File: config.mk
export PLATFORM = sky130hd
export DESIGN_NAME = event_readout_ctrl
export DESIGN_NICKNAME = d
export VERILOG_FILES = /design/src/rtl/event_readout_ctrl.sv
export SDC_FILE = /design/constraint.sdc
export NUM_CORES = 1
export LEC_CHECK = 0
export CAP_MARGIN = 20
export CORE_MARGIN = 2
export CORE_UTILIZATION = 53
export DETAILED_ROUTE_END_ITERATION = 7
export PLACE_DENSITY = 0.89
export RECOVER_POWER = 100
export REMOVE_ABC_BUFFERS = 1
export SKIP_LAST_GASP = 1
export SYNTH_ARGS = -nofsm -noshare
export SYNTH_HDL_FRONTEND = slang
export SYNTH_SLANG_ARGS = --single-unit
File: constraint.sdc
create_clock -name clk -period 4.15 [get_ports clk]
set_input_delay 0.6225 -clock clk [delete_from_list [all_inputs] [get_ports clk]]
set_output_delay 0.6225 -clock clk [all_outputs]
set_load 0.05 [all_outputs]
File: src/rtl/event_readout_ctrl.sv
// event_readout_ctrl: drains one buffered event per outstanding trigger and frames it as header/payload/trailer on a valid/ready stream.
// Ports:
//   clk, rst_n         clock and asynchronous active-low reset
//   live_rising        run-start pulse, synchronous clear of state and counters
//   n_trig             accepted-trigger count; pending = n_trig - global_n_read
//   evt_nword          payload words per event, latched when an event starts
//   buf_rd_en/buf_data/buf_empty  event buffer read port (data one cycle after strobe)
//   tx_data/tx_valid/tx_last/tx_ready  output stream
//   global_n_read      count of fully transmitted events
//   read_active        high whenever not idle
//   underflow          sticky flag: buffer empty while payload was owed
module event_readout_ctrl #(
  parameter int DATA_W = 32,
  parameter int CNT_W  = 16,
  parameter int NW_W   = 8
) (
  input  logic              clk,
  input  logic              rst_n,
  input  logic              live_rising,
  input  logic [CNT_W-1:0]  n_trig,
  input  logic [NW_W-1:0]   evt_nword,
  output logic              buf_rd_en,
  input  logic [DATA_W-1:0] buf_data,
  input  logic              buf_empty,
  output logic [DATA_W-1:0] tx_data,
  output logic              tx_valid,
  output logic              tx_last,
  input  logic              tx_ready,
  output logic [CNT_W-1:0]  global_n_read,
  output logic              read_active,
  output logic              underflow
);
  typedef enum logic [2:0] {IDLE, HDR, FETCH, LOAD, SEND, TRL} state_e;
  state_e state_q;
  logic [NW_W-1:0] nw_q, idx_q;
  logic [15:0] xor_q, xor_d;
  logic [DATA_W-1:0] tx_data_q;
  logic tx_valid_q, tx_last_q, underflow_q;
  logic [CNT_W-1:0] n_read_q, pending;
  assign pending = n_trig - n_read_q;
  assign xor_d = xor_q ^ buf_data[31:16] ^ buf_data[15:0];
  // The strobe is combinational so the word arrives during LOAD, giving 3 cycles per payload word.
  assign buf_rd_en = state_q == FETCH && !buf_empty && !live_rising;
  assign tx_data = tx_data_q;
  assign tx_valid = tx_valid_q;
  assign tx_last = tx_last_q;
  assign global_n_read = n_read_q;
  assign read_active = state_q != IDLE;
  assign underflow = underflow_q;
  always_ff @(posedge clk or negedge rst_n) begin
    if (!rst_n) begin
      state_q <= IDLE;
      nw_q <= '0;
      idx_q <= '0;
      xor_q <= '0;
      tx_data_q <= '0;
      tx_valid_q <= 1'b0;
      tx_last_q <= 1'b0;
      n_read_q <= '0;
      underflow_q <= 1'b0;
    end else if (live_rising) begin
      state_q <= IDLE;
      tx_valid_q <= 1'b0;
      tx_last_q <= 1'b0;
      n_read_q <= '0;
      underflow_q <= 1'b0;
    end else begin
      case (state_q)
        IDLE: if (pending != '0) begin
          nw_q <= evt_nword;
          idx_q <= '0;
          xor_q <= '0;
          tx_data_q <= {16'hEB90, n_read_q};
          tx_valid_q <= 1'b1;
          state_q <= HDR;
        end
        HDR: if (tx_ready) begin
          if (nw_q != '0) begin
            tx_valid_q <= 1'b0;
            state_q <= FETCH;
          end else begin
            tx_data_q <= {16'hE0E0, xor_q};
            tx_last_q <= 1'b1;
            state_q <= TRL;
          end
        end
        FETCH: if (buf_empty) underflow_q <= 1'b1;
               else state_q <= LOAD;
        LOAD: begin
          tx_data_q <= buf_data;
          xor_q <= xor_d;
          tx_valid_q <= 1'b1;
          state_q <= SEND;
        end
        SEND: if (tx_ready) begin
          idx_q <= idx_q + 1'b1;
          if (idx_q == nw_q - 1'b1) begin
            tx_data_q <= {16'hE0E0, xor_q};
            tx_last_q <= 1'b1;
            state_q <= TRL;
          end else begin
            tx_valid_q <= 1'b0;
            state_q <= FETCH;
          end
        end
        TRL: if (tx_ready) begin
          tx_valid_q <= 1'b0;
          tx_last_q <= 1'b0;
          n_read_q <= n_read_q + 1'b1;
          state_q <= IDLE;
        end
        default: state_q <= IDLE;
      endcase
    end
  end
endmodule

==> flow_summary.ini, run 1 <==
[setup_path]
launching_instance_or_port_of_the_critical_path = n_trig[6]
r2r_end = tx_data[20]
timing.setup.critical_path_class = in -> reg
setup_slack_reg_to_reg_ns = 0.49
cp-end-kind = register
worst_ep_arrival_time_ns = 3.99
regToRegStartpoint = global_n_read[4]
timing.critical_path.to = tx_data[20]
r2r.worst_path.cells = 12
critical_path_peak_fanout = 33
worst_setup_path_start_kind = input port
cp.required_ns = 4.38

[timing]
slew_violations = 61
rsz0062_at_grt = no
final.period_utilization = 0.906
clock-skew-final_ns = 0.0151
final-hold-violation-count = 0
timing.max_slew.rel_slack = -1.22
setup_slack_of_the_critical_path_after_layout_ns = 0.390
max_slew.worst_pin.slew_ns = 3.32
setup_violating_endpoint_count_in_the_final_report = 0
min_period_ns = 3.76
setup-tns-final_ns = 0
fmax_ghz = 0.266

[detailed_routing]
drtIter0Drc = 513
wl_per_cell_um = 18.4
routed_wirelength_mm = 17.1
dr_drc_count = 0
vias = 5777
drt-vias-per-instance = 6.24
route.antenna.remaining_nets = 0
drtPass1Iterations = 6

[floorplan]
die-height_um = 108
fp.dieArea_um2 = 11800
start_util = 0.538
coreArea_um2 = 10700
pin_count = 114
core.rowCount = 38
floorplan.die.width_um = 108

[pwr]
leakagePower_uw = 0.00291
power_uw = 3190
power_density_nw_per_um2 = 446
vdd.ir_drop.worst_mv = 0.267

[clock_tree]
cts.htree.levels = 3
clk_pin_slew_ns = 0.08
cts_repair_resize_count = 0
cts_inserted_buffers = 9
clock_insertion_delay_worst_skew_ns = 0.37
cts_sinks = 86
cts.hold.buffers_added = 0
clock_tree_from_tritoncts = yes
cts_root_buffer = sky130_fd_sc_hd__clkbuf_8
clockBufferDepth = 2
cts.repair_timing.setup_buffer_count = 0

[cells_and_area]
syn_to_final_growth_pct = 23.8
drive_above_1_share = 0.0522
diodes = 0
final-instance-count-excl-fill = 926
layout.nets = 863
stdcell_area_um2 = 7160

[global_route]
vias_in_the_first_global_route = 5566
gr-total-overflow = 0
global_route_wire_length_before_repair_mm = 27.9
track_usage = 0.301
grt_antenna_before_repair = 0
maximum_number_of_pins_on_one_net_before_global_route_repair = 61

[logic_synthesis]
synth.top_cell.area_share = 0.372
postSynthRegisterBits = 86
async_reset_ff_frac = 1.00
post_synth_main_area_contributors = sky130_fd_sc_hd__dfrtp_1 (37%), sky130_fd_sc_hd__nand2_1 (6.5%), sky130_fd_sc_hd__nor2_1 (5.2%), sky130_fd_sc_hd__ha_1 (4.1%), sky130_fd_sc_hd__xor2_1 (3.9%)
yosys.cell_types.count = 66
netlist_instances = 679
synthMostInstantiatedCell = sky130_fd_sc_hd__nand2_1
synth.largest_area_cell = sky130_fd_sc_hd__dfrtp_1
yosys-top-cells-count = sky130_fd_sc_hd__nand2_1 (100), sky130_fd_sc_hd__dfrtp_1 (86), sky130_fd_sc_hd__nor2_1 (80)
seq_area_frac_synth = 0.372
synth.cell_area_um2 = 5780
syn_avg_cell_area_um2 = 8.52
postSynth.topFlopCell = sky130_fd_sc_hd__dfrtp_1
yosysWarnings = 0
synth_edf_count = 0

[place]
placedCellCount = 911
dp_slack_ns = -0.0829
gp_congestion = 0.877
dp.final_hpwl_mm = 12.1
place.port_buffers = 113
dpl_cell_area_um2 = 7020

[job]
max-cap-violations = 1

[worst_hold_path]
hold_path_class = reg -> reg

[run_status]
violations = max-capacitance violations, max-slew violations
run_status = finished, violations left
## registers in the layout, indices dropped and copies added, names as in the netlist
signal	cells
tx_data	32
tx_valid	1
tx_last	1
idx_q	8
global_n_read	16
state_q	3
underflow	1
nw_q	8
xor_q	16
## worst min-delay path by stage
stage | cells past startpoint | from | to | slack, ns
global placement | 2 | underflow | underflow | 0.48
detailed placement | 2 | underflow | underflow | 0.52
floorplan | 0 | rst_n | global_n_read[0] | 0.33
global route | 1 | tx_data[17] | tx_data[17] | 0.55
CTS | 1 | rst_n | tx_data[16] | 0.38
finish | 2 | underflow | underflow | 0.53
## cell type report
cell class / instances / area (um2)
Timing Repair Buffer: 127 / 1220
Clock inverter: 4 / 26.3
Sequential cell: 86 / 2150
Fill cell: 896 / 3590
Clock buffer: 10 / 128
Inverter: 26 / 97.6
Multi-Input combinational cell: 533 / 3350
Tap cell: 140 / 175
## stage by stage
step,hold slack [ns],utilization
floorplan,0.327,-
CTS,0.376,0.668
global placement,0.483,0.653
global route,0.550,0.666
finish,0.530,0.666
detailed placement,0.515,0.653
## metal layers
layer | part of all wire | global-route usage
met5 | 0 | 0
met4 | 0.036 | 0.115
met3 | 0.080 | 0.0482
met1 | 0.41 | 0.408
met2 | 0.47 | 0.484
## worst max-delay path, cell delays in order
cell,delay [ns]
sky130_fd_sc_hd__clkdlybuf4s50_1,0.41
sky130_fd_sc_hd__ha_1,0.36
sky130_fd_sc_hd__a211oi_1,0.28
sky130_fd_sc_hd__o21bai_1,0.19
sky130_fd_sc_hd__nand4bb_1,0.29
sky130_fd_sc_hd__a211oi_1,0.28
sky130_fd_sc_hd__a21oi_1,0.11
sky130_fd_sc_hd__nor4_4,0.29
sky130_fd_sc_hd__buf_4,0.36
sky130_fd_sc_hd__and3_1,0.20
sky130_fd_sc_hd__clkbuf_4,0.40
sky130_fd_sc_hd__o21ai_0,0.17
## cells in the final DEF, fill, tap and decap left out, drive strengths merged, types with 3 or more instances in the layout
cell type      Yosys  final
dlygate4sd3        0     53
nand3b             3      3
nand2            100    100
or3                5      5
a31oi             26     26
xnor2             25     25
o211ai             7      7
a41oi              5      5
nor3              10     10
and3               6      6
clkinv             1      4
ha                19     19
a21o               3      3
inv               25     25
o21a              22     22
dfrtp             86     86
o21ai             19     19
nand3             24     24
xor2              26     26
o221ai            16     16
buf               11     12
nand2b             6      6
clkbuf            23     14
a21oi             22     22
o22ai              6      6
clkdlybuf4s50      0     58
o21bai             3      3
nor4               4      4
a22oi             18     18
a211oi             5      5
mux2               9      9
nor2              81     81
nor2b             15     15
nand4              9      9
a221o              6      6
## cells by family after synthesis
family,count (synthesis),synth area share
compound gates,174,0.217
xor+xnor,51,0.0773
fa+ha+maj,19,0.0411
buf+inv,60,0.0444
flops,86,0.372
mux,11,0.0229
simple gates,278,0.225
## power breakdown
part | switching [uW] | internal [uW]
Clock | 304 | 210
Combinational | 914 | 531
Sequential | 210 | 1030
Note: power is estimated with default switching activity, not from simulation.
==> run 2, diff against run 1 <==
- GPL_ROUTABILITY_DRIVEN: unset -> 0
==> run 2 against run 1 <==
Net effect:
- the run still ends with max-capacitance violations, max-slew violations left
- core utilization is 0.63 points higher
- final area is 0.94% higher
- total power is 7.4% higher
- register-to-register slack worse by 0.16 ns
- critical path depth stayed put
- setup slack worse by 0.14 ns
- worst hold slack worse by 0.022 ns
==> flow_summary.ini, run 2 (synthesis results as in run 1) <==
[run_status]
run_status = finished, violations left
violations = max-capacitance violations, max-slew violations

[global_route]
maximum_number_of_pins_on_one_net_before_global_route_repair = 87
track_usage = 0.298
grt_antenna_before_repair = 0
gr-total-overflow = 0
global_route_wire_length_before_repair_mm = 27.4
vias_in_the_first_global_route = 5629

[place]
dpl_cell_area_um2 = 7000
dp.final_hpwl_mm = 12.0
place.port_buffers = 113

[clock_tree]
cts.repair_timing.setup_buffer_count = 0
cts.hold.buffers_added = 0
clockBufferDepth = 2
cts.htree.levels = 3
clock_tree_from_tritoncts = yes
clk_pin_slew_ns = 0.09
cts_inserted_buffers = 9
cts_sinks = 86
clock_insertion_delay_worst_skew_ns = 0.37
cts_root_buffer = sky130_fd_sc_hd__clkbuf_8
cts_repair_resize_count = 0

[setup_path]
worst_setup_path_start_kind = input port
critical_path_peak_fanout = 27
setup_slack_reg_to_reg_ns = 0.33
crit_path_cell_trace = clkdlybuf4s50_1, ha_1, a211oi_2, o21bai_1, or4b_1, o22ai_1, xnor2_1, nor2_2, clkbuf_2, a31oi_1, clkbuf_2, o221ai_1
cp-end-kind = register
cp.required_ns = 4.38
crit_path_max_incr_delay_ns = 0.51
r2r_end = xor_q[8]
worst_ep_arrival_time_ns = 4.13
regToRegStartpoint = global_n_read[6]
critical_path.most_common_cell = sky130_fd_sc_hd__clkbuf_2
r2r.worst_path.cells = 12
timing.setup.critical_path_class = in -> reg
worst_path_max_delay_cell = sky130_fd_sc_hd__or4b_1

[floorplan]
core.rowCount = 38
fp.dieArea_um2 = 11800
die-height_um = 108
floorplan.die.width_um = 108
pin_count = 114
start_util = 0.538
coreArea_um2 = 10700

[cells_and_area]
largest_register_ffs = 32
stdcell_area_um2 = 7230
diodes = 0
syn_to_final_growth_pct = 25.0
nFillCells = 827
sequential_cell_area_um2 = 2150
layout.cells.most_common = sky130_fd_sc_hd__nand2_1
final_core_utilization = 0.672
drive_above_1_share = 0.0522
layout.nets = 861
top_library_cells_by_usage_in_the_layout_fill_and_taps_aside = sky130_fd_sc_hd__nand2_1 (100), sky130_fd_sc_hd__dfrtp_1 (86), sky130_fd_sc_hd__nor2_1 (80)
area_occupied_by_multi_input_gates_um2 = 3350

[detailed_routing]
drt-vias-per-instance = 6.33
drtIter0Drc = 704
route.antenna.remaining_nets = 0
vias = 5859
detailroute.wirelength.met3_mm = 1.70
wl_per_cell_um = 19.0
highest_layer = met4
routed_wirelength_mm = 17.6
wl_met1_mm = 6.88
route.met2.wl_mm = 8.57
dr_drc_count = 0
drtPass1Iterations = 6

[pwr]
clock_power_share = 0.215
power_uw = 3430
power_switching_share = 0.427
power_density_nw_per_um2 = 475
leakagePower_uw = 0.00294
vdd.ir_drop.worst_mv = 0.237
p_int_uw = 1970
comb_power_share = 0.423
netSwitchingPower_uw = 1470
pwr-share-seq = 0.362

[timing]
clock-skew-final_ns = 0.00981
min_period_ns = 3.90
final.period_utilization = 0.941
rsz0062_at_grt = no
final-hold-violation-count = 0
timing.max_slew.rel_slack = -0.0646
slew_violations = 65
setup_violating_endpoint_count_in_the_final_report = 0
fmax_ghz = 0.256
max_slew.worst_pin.slew_ns = 1.60

[worst_hold_path]
hold_path_class = in -> async

[job]
max-cap-violations = 1
[run 2: how the worst max path moves through the flow]
| stage | endpoint | startpoint |
|---|---|---|
| after floorplan | tx_data[27] | global_n_read[4] |
| after global placement | nw_q[2] | n_trig[6] |
| after detailed placement | nw_q[7] | n_trig[6] |
| after CTS | nw_q[2] | n_trig[6] |
| after global routing | tx_data[24] | global_n_read[4] |
| final | xor_q[8] | n_trig[6] |
[run 2: layer usage]
layer / vias to the layer above / track usage
met1: 2801 / 0.393
met4: 0 / 0.114
met3: 47 / 0.0567
met5: - / 0
met2: 364 / 0.485
li1: 2647 / -
[run 2: worst max-delay path, delay by kind of cell]
| family | cells | cell delay, ns |
|---|---|---|
| buf+inv | 3 | 1.22 |
| compound gates | 5 | 1.20 |
| simple gates | 2 | 0.57 |
| fa+ha+maj | 1 | 0.36 |
| xor+xnor | 1 | 0.17 |
[run 2: power groups by stage]
| stage | clock network (uW) | logic, uW | registers, uW |
|---|---|---|---|
| floorplan | 0 | 632 | 1560 |
| global placement | 0 | 1420 | 1230 |
| detailed placement | 0 | 1480 | 1250 |
| CTS | 737 | 1490 | 1240 |
| global route | 770 | 1550 | 1260 |
| finish | 738 | 1450 | 1240 |
[run 2: final cells by class]
cell class	instances	area share
clock buffer	10	0.0190
clock inverter	5	0.0149
inverter	26	0.0135
multi-input combinational	533	0.464
sequential	86	0.298
tap	140	0.0242
timing repair buffer	125	0.167
[run 2: metrics by stage]
step | setup TNS, ns | worst slack, ns | hold slack [ns] | std cells
final | 0 | 0.245 | 0.508 | 925
after global routing | 0 | 0.144 | 0.546 | 925
after CTS | 0 | 0.361 | 0.509 | 923
after detailed placement | -0.00400 | -0.00225 | 0.512 | 908
after global placement | 0 | 0.108 | 0.483 | 908
after floorplan | 0 | 0.0784 | 0.327 | 645
==> RTL edit 1: new RTL, settings of run 1 <==
Reset style: synchronous (`rst_n`), changed in one clocked block. Comments in the files are not updated.
--- a/src/rtl/event_readout_ctrl.sv
+++ b/src/rtl/event_readout_ctrl.sv
@@ -48,5 +48,5 @@
   assign read_active = state_q != IDLE;
   assign underflow = underflow_q;
-  always_ff @(posedge clk or negedge rst_n) begin
+  always_ff @(posedge clk) begin
     if (!rst_n) begin
       state_q <= IDLE;
Formal check against the unedited RTL: differs if rst_n is asserted again (counterexample within 4 cycles, from zero or initial values and one cycle with rst_n low); with rst_n held inactive, the same outputs for 4 cycles.
==> RTL edit 1 against run 1 <==
Area after synthesis fell by 5.9%. Design area is 4.4% lower. Global-route usage shrank 2.3 points. Wire length down 8.1%. Setup slack improved by 83 ps. Sequential cell count stayed put. Sequential share of layout area shrank 4.9 points.
Power is not compared: it rests on default switching activity, and its combinational part moved more than twofold at a synthesized area within 25%.
==> RTL edit 1: results (changes against run 1) <==
- Slew HR: 27.6% (+150 points)
- Router iterations before antenna repair: 5 (-1)
- Synth warn: 0 (unchanged)
- M3 GR Usage: 6.74% (+1.9 points)
- ANT cells: 0 (unchanged)
- Total CTS buffers: 9 (unchanged)
- Leading area contributor after synthesis: dfxtp_1
- Multi-input gates: 543 (+1.9%)
- Reg area: 1720 um2 (-20%)
- Buffering overhead: 18.0% (+0.85 points)
- WL met1: 6710 um (-4.6%)
- Final #Nets: 866 (+0.35%)
- Critical path fanouts, max: 16 (-52%)
- Tot GR Track Use: 27.8% (-2.3 points)
- Async set-or-reset flop fraction in the synthesized netlist: 0% (-100 points)
- Share of layout cells above drive strength 1: 3.92% (-1.3 points)
- Met1 GRT Util: 34.6% (-6.2 points)
- Post-synthesis sequential area ratio: 31.6% (-5.6 points)
- WL met3: 997 um (-27%)
- DRT iter0 DRCs: 414 (-19%)
- VDD IR-drop max: 0.237 mV
- Placed Cells incl. Taps: 908 (-0.33%)
- Root buffer cell: clkbuf_8
- Final setup skew: 15.3 ps (+0.195 ps)
- Worst-skew pair later-pin latency: around 360 ps
- Most frequent cells after synthesis: dfxtp_1 (86), nand2_1 (86), nor2_1 (59)
- Post-cts gate resize count: 0 (unchanged)
- Fillers: 742 (-17%)
- Initial antenna violation count: 0 (unchanged)
- Max reg flops: 32 (unchanged)
- Number of global-route vias before repair: 5310 (-4.6%)
- Clock Path Buffers: 2 (unchanged)
- Wire length on met2: 7570 um (-6.1%)
- Post-DP HPWL: 11300 um (-6.3%)
- DR top layer: met4
- Gpl congestion: 0.892 (+1.7%)
- Post-DR vias/cell: 6.10 (-2.3%)
- Post-Synthesis Cells: 697 (+2.7%)
- Fin cells: 924 (-0.22%)
- Logic inverters: 22 (-15%)
- Post-synth cell types: 60 (-9.1%)
- First-pass GRT wire length: 25300 um (-9.0%)
- WL/cell: 17.0 um (-7.9%)
- Worst EP arrival: 3970 ps (-20 ps)
- Outcome: finished, final reports clean
- Met2 Use GR: 46.4% (-2.0 points)
- Fraction of area in multi-input gates: 50.3% (+3.5 points)
- Clock Network Area Fraction: 2.91% (+0.76 points)
- Largest cells by area after synthesis: dfxtp_1 (32%), nand2_1 (5.9%), ha_1 (4.4%)
- Largest net degree at the start of global routing: 104 (+70%)
- Count of plain and timing-repair buffers in the layout: 124 (-2.4%)
- Leakage power: a little under 3 nW
RTL edit 1: critical path, cell delays in order:
cell           delay [ps]
dlygate4sd3_1         540
ha_1                  390
and2_0                270
o2111a_1              210
o21a_1                240
o31ai_1               330
xnor2_1               180
nor4b_1               180
clkbuf_1              150
a211oi_1              380
buf_4                 270
nand3_1               100
o21ai_0               110
RTL edit 1: where the power goes:
part	leakage, nW	internal, W	switching [W]
combinational	2.14	0.000203	0.000317
sequential	0.700	0.000858	0.0000278
clock	0.0931	0.000283	0.000317
RTL edit 1: final timing paths:
| kind | end | depth (start not counted) | slack, ps | startpoint |
|---|---|---|---|---|
| worst max-delay path | nw_q[7] | 13 | 470 | n_trig[6] |
| worst min-delay path | underflow | 2 | 450 | underflow |
| worst max register to register | tx_data[20] | 12 | 780 | global_n_read[11] |
| worst min register to register | underflow | 2 | 450 | underflow |
RTL edit 1: per-stage QoR:
| stage | worst slack (ps) | power (W) | instance area [um2] | TNS [ps] |
|---|---|---|---|---|
| global route | 295 | 0.00208 | 6850 | 0 |
| detailed placement | 356 | 0.00143 | 6670 | 0 |
| floorplan | -371 | 0.00122 | 5260 | -15580 |
| global placement | 412 | 0.00141 | 6660 | 0 |
| CTS | 723 | 0.00202 | 6870 | 0 |
| finish | 473 | 0.00201 | 6850 | 0 |
RTL edit 1: cells by family (layout without fill, tap and decap cells):
family / after synthesis / in the layout / share of synthesized area, %
compound gates: 195 / 195 / 26.2
xor+xnor: 48 / 48 / 7.72
fa+ha+maj: 19 / 19 / 4.37
buf+inv: 68 / 162 / 4.97
flops: 86 / 86 / 31.6
mux: 2 / 2 / 0.368
simple gates: 279 / 279 / 24.7
==> RTL edit 2: new RTL, settings of run 1 <==
Without the edit above. Put one more register stage on the output `underflow`, without a reset. The value now appears one clock later. The other outputs are not delayed to match.
--- a/src/rtl/event_readout_ctrl.sv
+++ b/src/rtl/event_readout_ctrl.sv
@@ -47,5 +47,7 @@
   assign global_n_read = n_read_q;
   assign read_active = state_q != IDLE;
-  assign underflow = underflow_q;
+  always_ff @(posedge clk) begin
+    underflow <= underflow_q;
+  end
   always_ff @(posedge clk or negedge rst_n) begin
     if (!rst_n) begin
Formal check against the unedited RTL: not equivalent (a bounded check fails within 4 cycles, from zero or initial values and one cycle with rst_n low).
==> RTL edit 2 against run 1 <==
The run still ends with max-capacitance violations, max-slew violations left. Wire length decreased by 0.78%. Area after synthesis increased by 0.35%. Cell count increased by 0.32%. Setup slack got worse by 19 ps. Sequential cell count increased by 1. Non-clock buffer count unchanged. Total power increased by 2.1%. Design area increased by 0.54%. Critical endpoint is now nw_q[2].
==> RTL edit 2: results (changes against run 1) <==
- Worst min path class: in -> async
- Final setup skew: 19.1 ps (+3.93 ps)
- Least-Margin Pin Slew: 1820 ps (-1500 ps)
- Gpl congestion: 0.939 (+7.1%)
- CP top delay family: compound AO/OA/AOI/OAI gates
- DRT iter0 DRCs: 475 (-7.4%)
- Final #Nets: 864 (+0.12%)
- Max-slew violations: 75 (+23%)
- Router iterations before antenna repair: 6 (unchanged)
- Critical path fanouts, max: 13 (-61%)
- Post-DR vias/cell: 6.28 (+0.73%)
- Post-synthesis sequential area ratio: 37.4% (+0.22 points)
- Vias: 5838 (+1.1%)
- CP max stage delay: 460 ps (+50 ps)
- Largest net degree at the start of global routing: 87 (+43%)
- First-pass GRT wire length: 27800 um (about the same)
- Share of layout cells above drive strength 1: 5.45% (+0.23 points)
- Worst EP arrival: 4030 ps (+40 ps)
- FF-to-FF Start: global_n_read[4]
- Post-Synthesis Cells: 680 (+0.15%)
- Largest cells by area after synthesis: dfrtp_1 (37%), nand2_1 (6.5%), nor2_1 (5.2%)
- Root buffer cell: clkbuf_8
- Failing checks: max-capacitance violations, max-slew violations
- Post-cts gate resize count: 0 (unchanged)
- WL/cell: 18.2 um (-1.1%)
- Reg-to-reg endpoint: nw_q[2]
- Post-synth cell types: 67 (+1.5%)
- Number of global-route vias before repair: 5801 (+4.2%)
- Slowest CP cell: a211oi_1
- VDD IR-drop max: 0.303 mV (+14%)
- Post-DP HPWL: 12300 um (+1.3%)
- Tot GR Track Use: 30.2% (+0.11 points)
- Async set-or-reset flop fraction in the synthesized netlist: 98.9% (-1.1 points)
- R2r worst-path depth: 11 (-1)
- Leakage power: 2.93 nW (+0.47%)
- Clock transition at the registers of the reported paths: about 90 ps
- Fillers: 902 (+0.67%)
- R2R Setup Slk: 430 ps (-60 ps)
- Outcome: complete, but fails checks
- Max-cap viol count: 1 (unchanged)
## RTL edit 2: cell count changes in the layout (fill, tap and decap cells not counted), sizes merged
cell      delta
clkbuf       +1
inv          +2
clkinv       -2
dfxtp        +1
clkinvlp     +1
## RTL edit 2: worst max path at each step
stage,from,to,slack [ps],cells past startpoint
floorplan,global_n_read[4],tx_data[27],80,10
global placement,n_trig[6],nw_q[2],70,10
detailed placement,n_trig[4],nw_q[2],-60,10
CTS,n_trig[4],nw_q[2],320,10
global route,n_trig[4],tx_data[27],180,12
finish,n_trig[4],nw_q[2],370,11
## RTL edit 2: layout make-up
type                    count  area share [%]
multi-input cells         533            46.6
flip-flops and latches     87            30.2
repair buffers            127            16.9
well taps                 140            2.43
clock buffers              11            1.96
inverters                  26            1.36
clock inverters             5           0.574
## RTL edit 2: metrics by stage
step	setup WS (ps)	cell area (um2)	setup TNS, ps	util (%)	hold slack, ps
2_1_floorplan	78.4	5640	0	-	327
4_1_cts	318	7220	0	67.2	394
6_report	371	7200	0	67.0	269
3_3_place_gp	70.9	7030	0	65.5	360
5_1_grt	185	7200	0	67.0	336
3_5_place_dp	-57.4	7030	-239	65.5	374
## RTL edit 2: routing by layer
| metal | global-route usage (%) | routed length (um) | part of all wire [%] | vias up |
|---|---|---|---|---|
| met2 | 49.5 | 8240 | 49 | 318 |
| met1 | 39.8 | 6850 | 40 | 2812 |
| met3 | 4.24 | 1350 | 8.0 | 45 |
| li1 | - | - | - | 2663 |
| met5 | 0 | 0 | 0 | - |
| met4 | 13.8 | 498 | 2.9 | 0 |
## RTL edit 2: power by group
part / switching [W] / internal, W
combinational: 0.000916 / 0.000528
sequential: 0.000211 / 0.00104
clock: 0.000331 / 0.000240
## RTL edit 2: logic make-up (layout without fill, tap and decap cells)
family | after synthesis | count (layout) | share of synthesized area, %
muxes | 11 | 11 | 2.29
adders and majority gates | 19 | 19 | 4.10
AOI/OAI and AO/OA | 174 | 174 | 21.7
xor gates and xnor gates | 51 | 51 | 7.70
buffers and inverters | 60 | 169 | 4.42
DFF | 87 | 87 | 37.4
and+or+nand+nor | 278 | 278 | 22.4
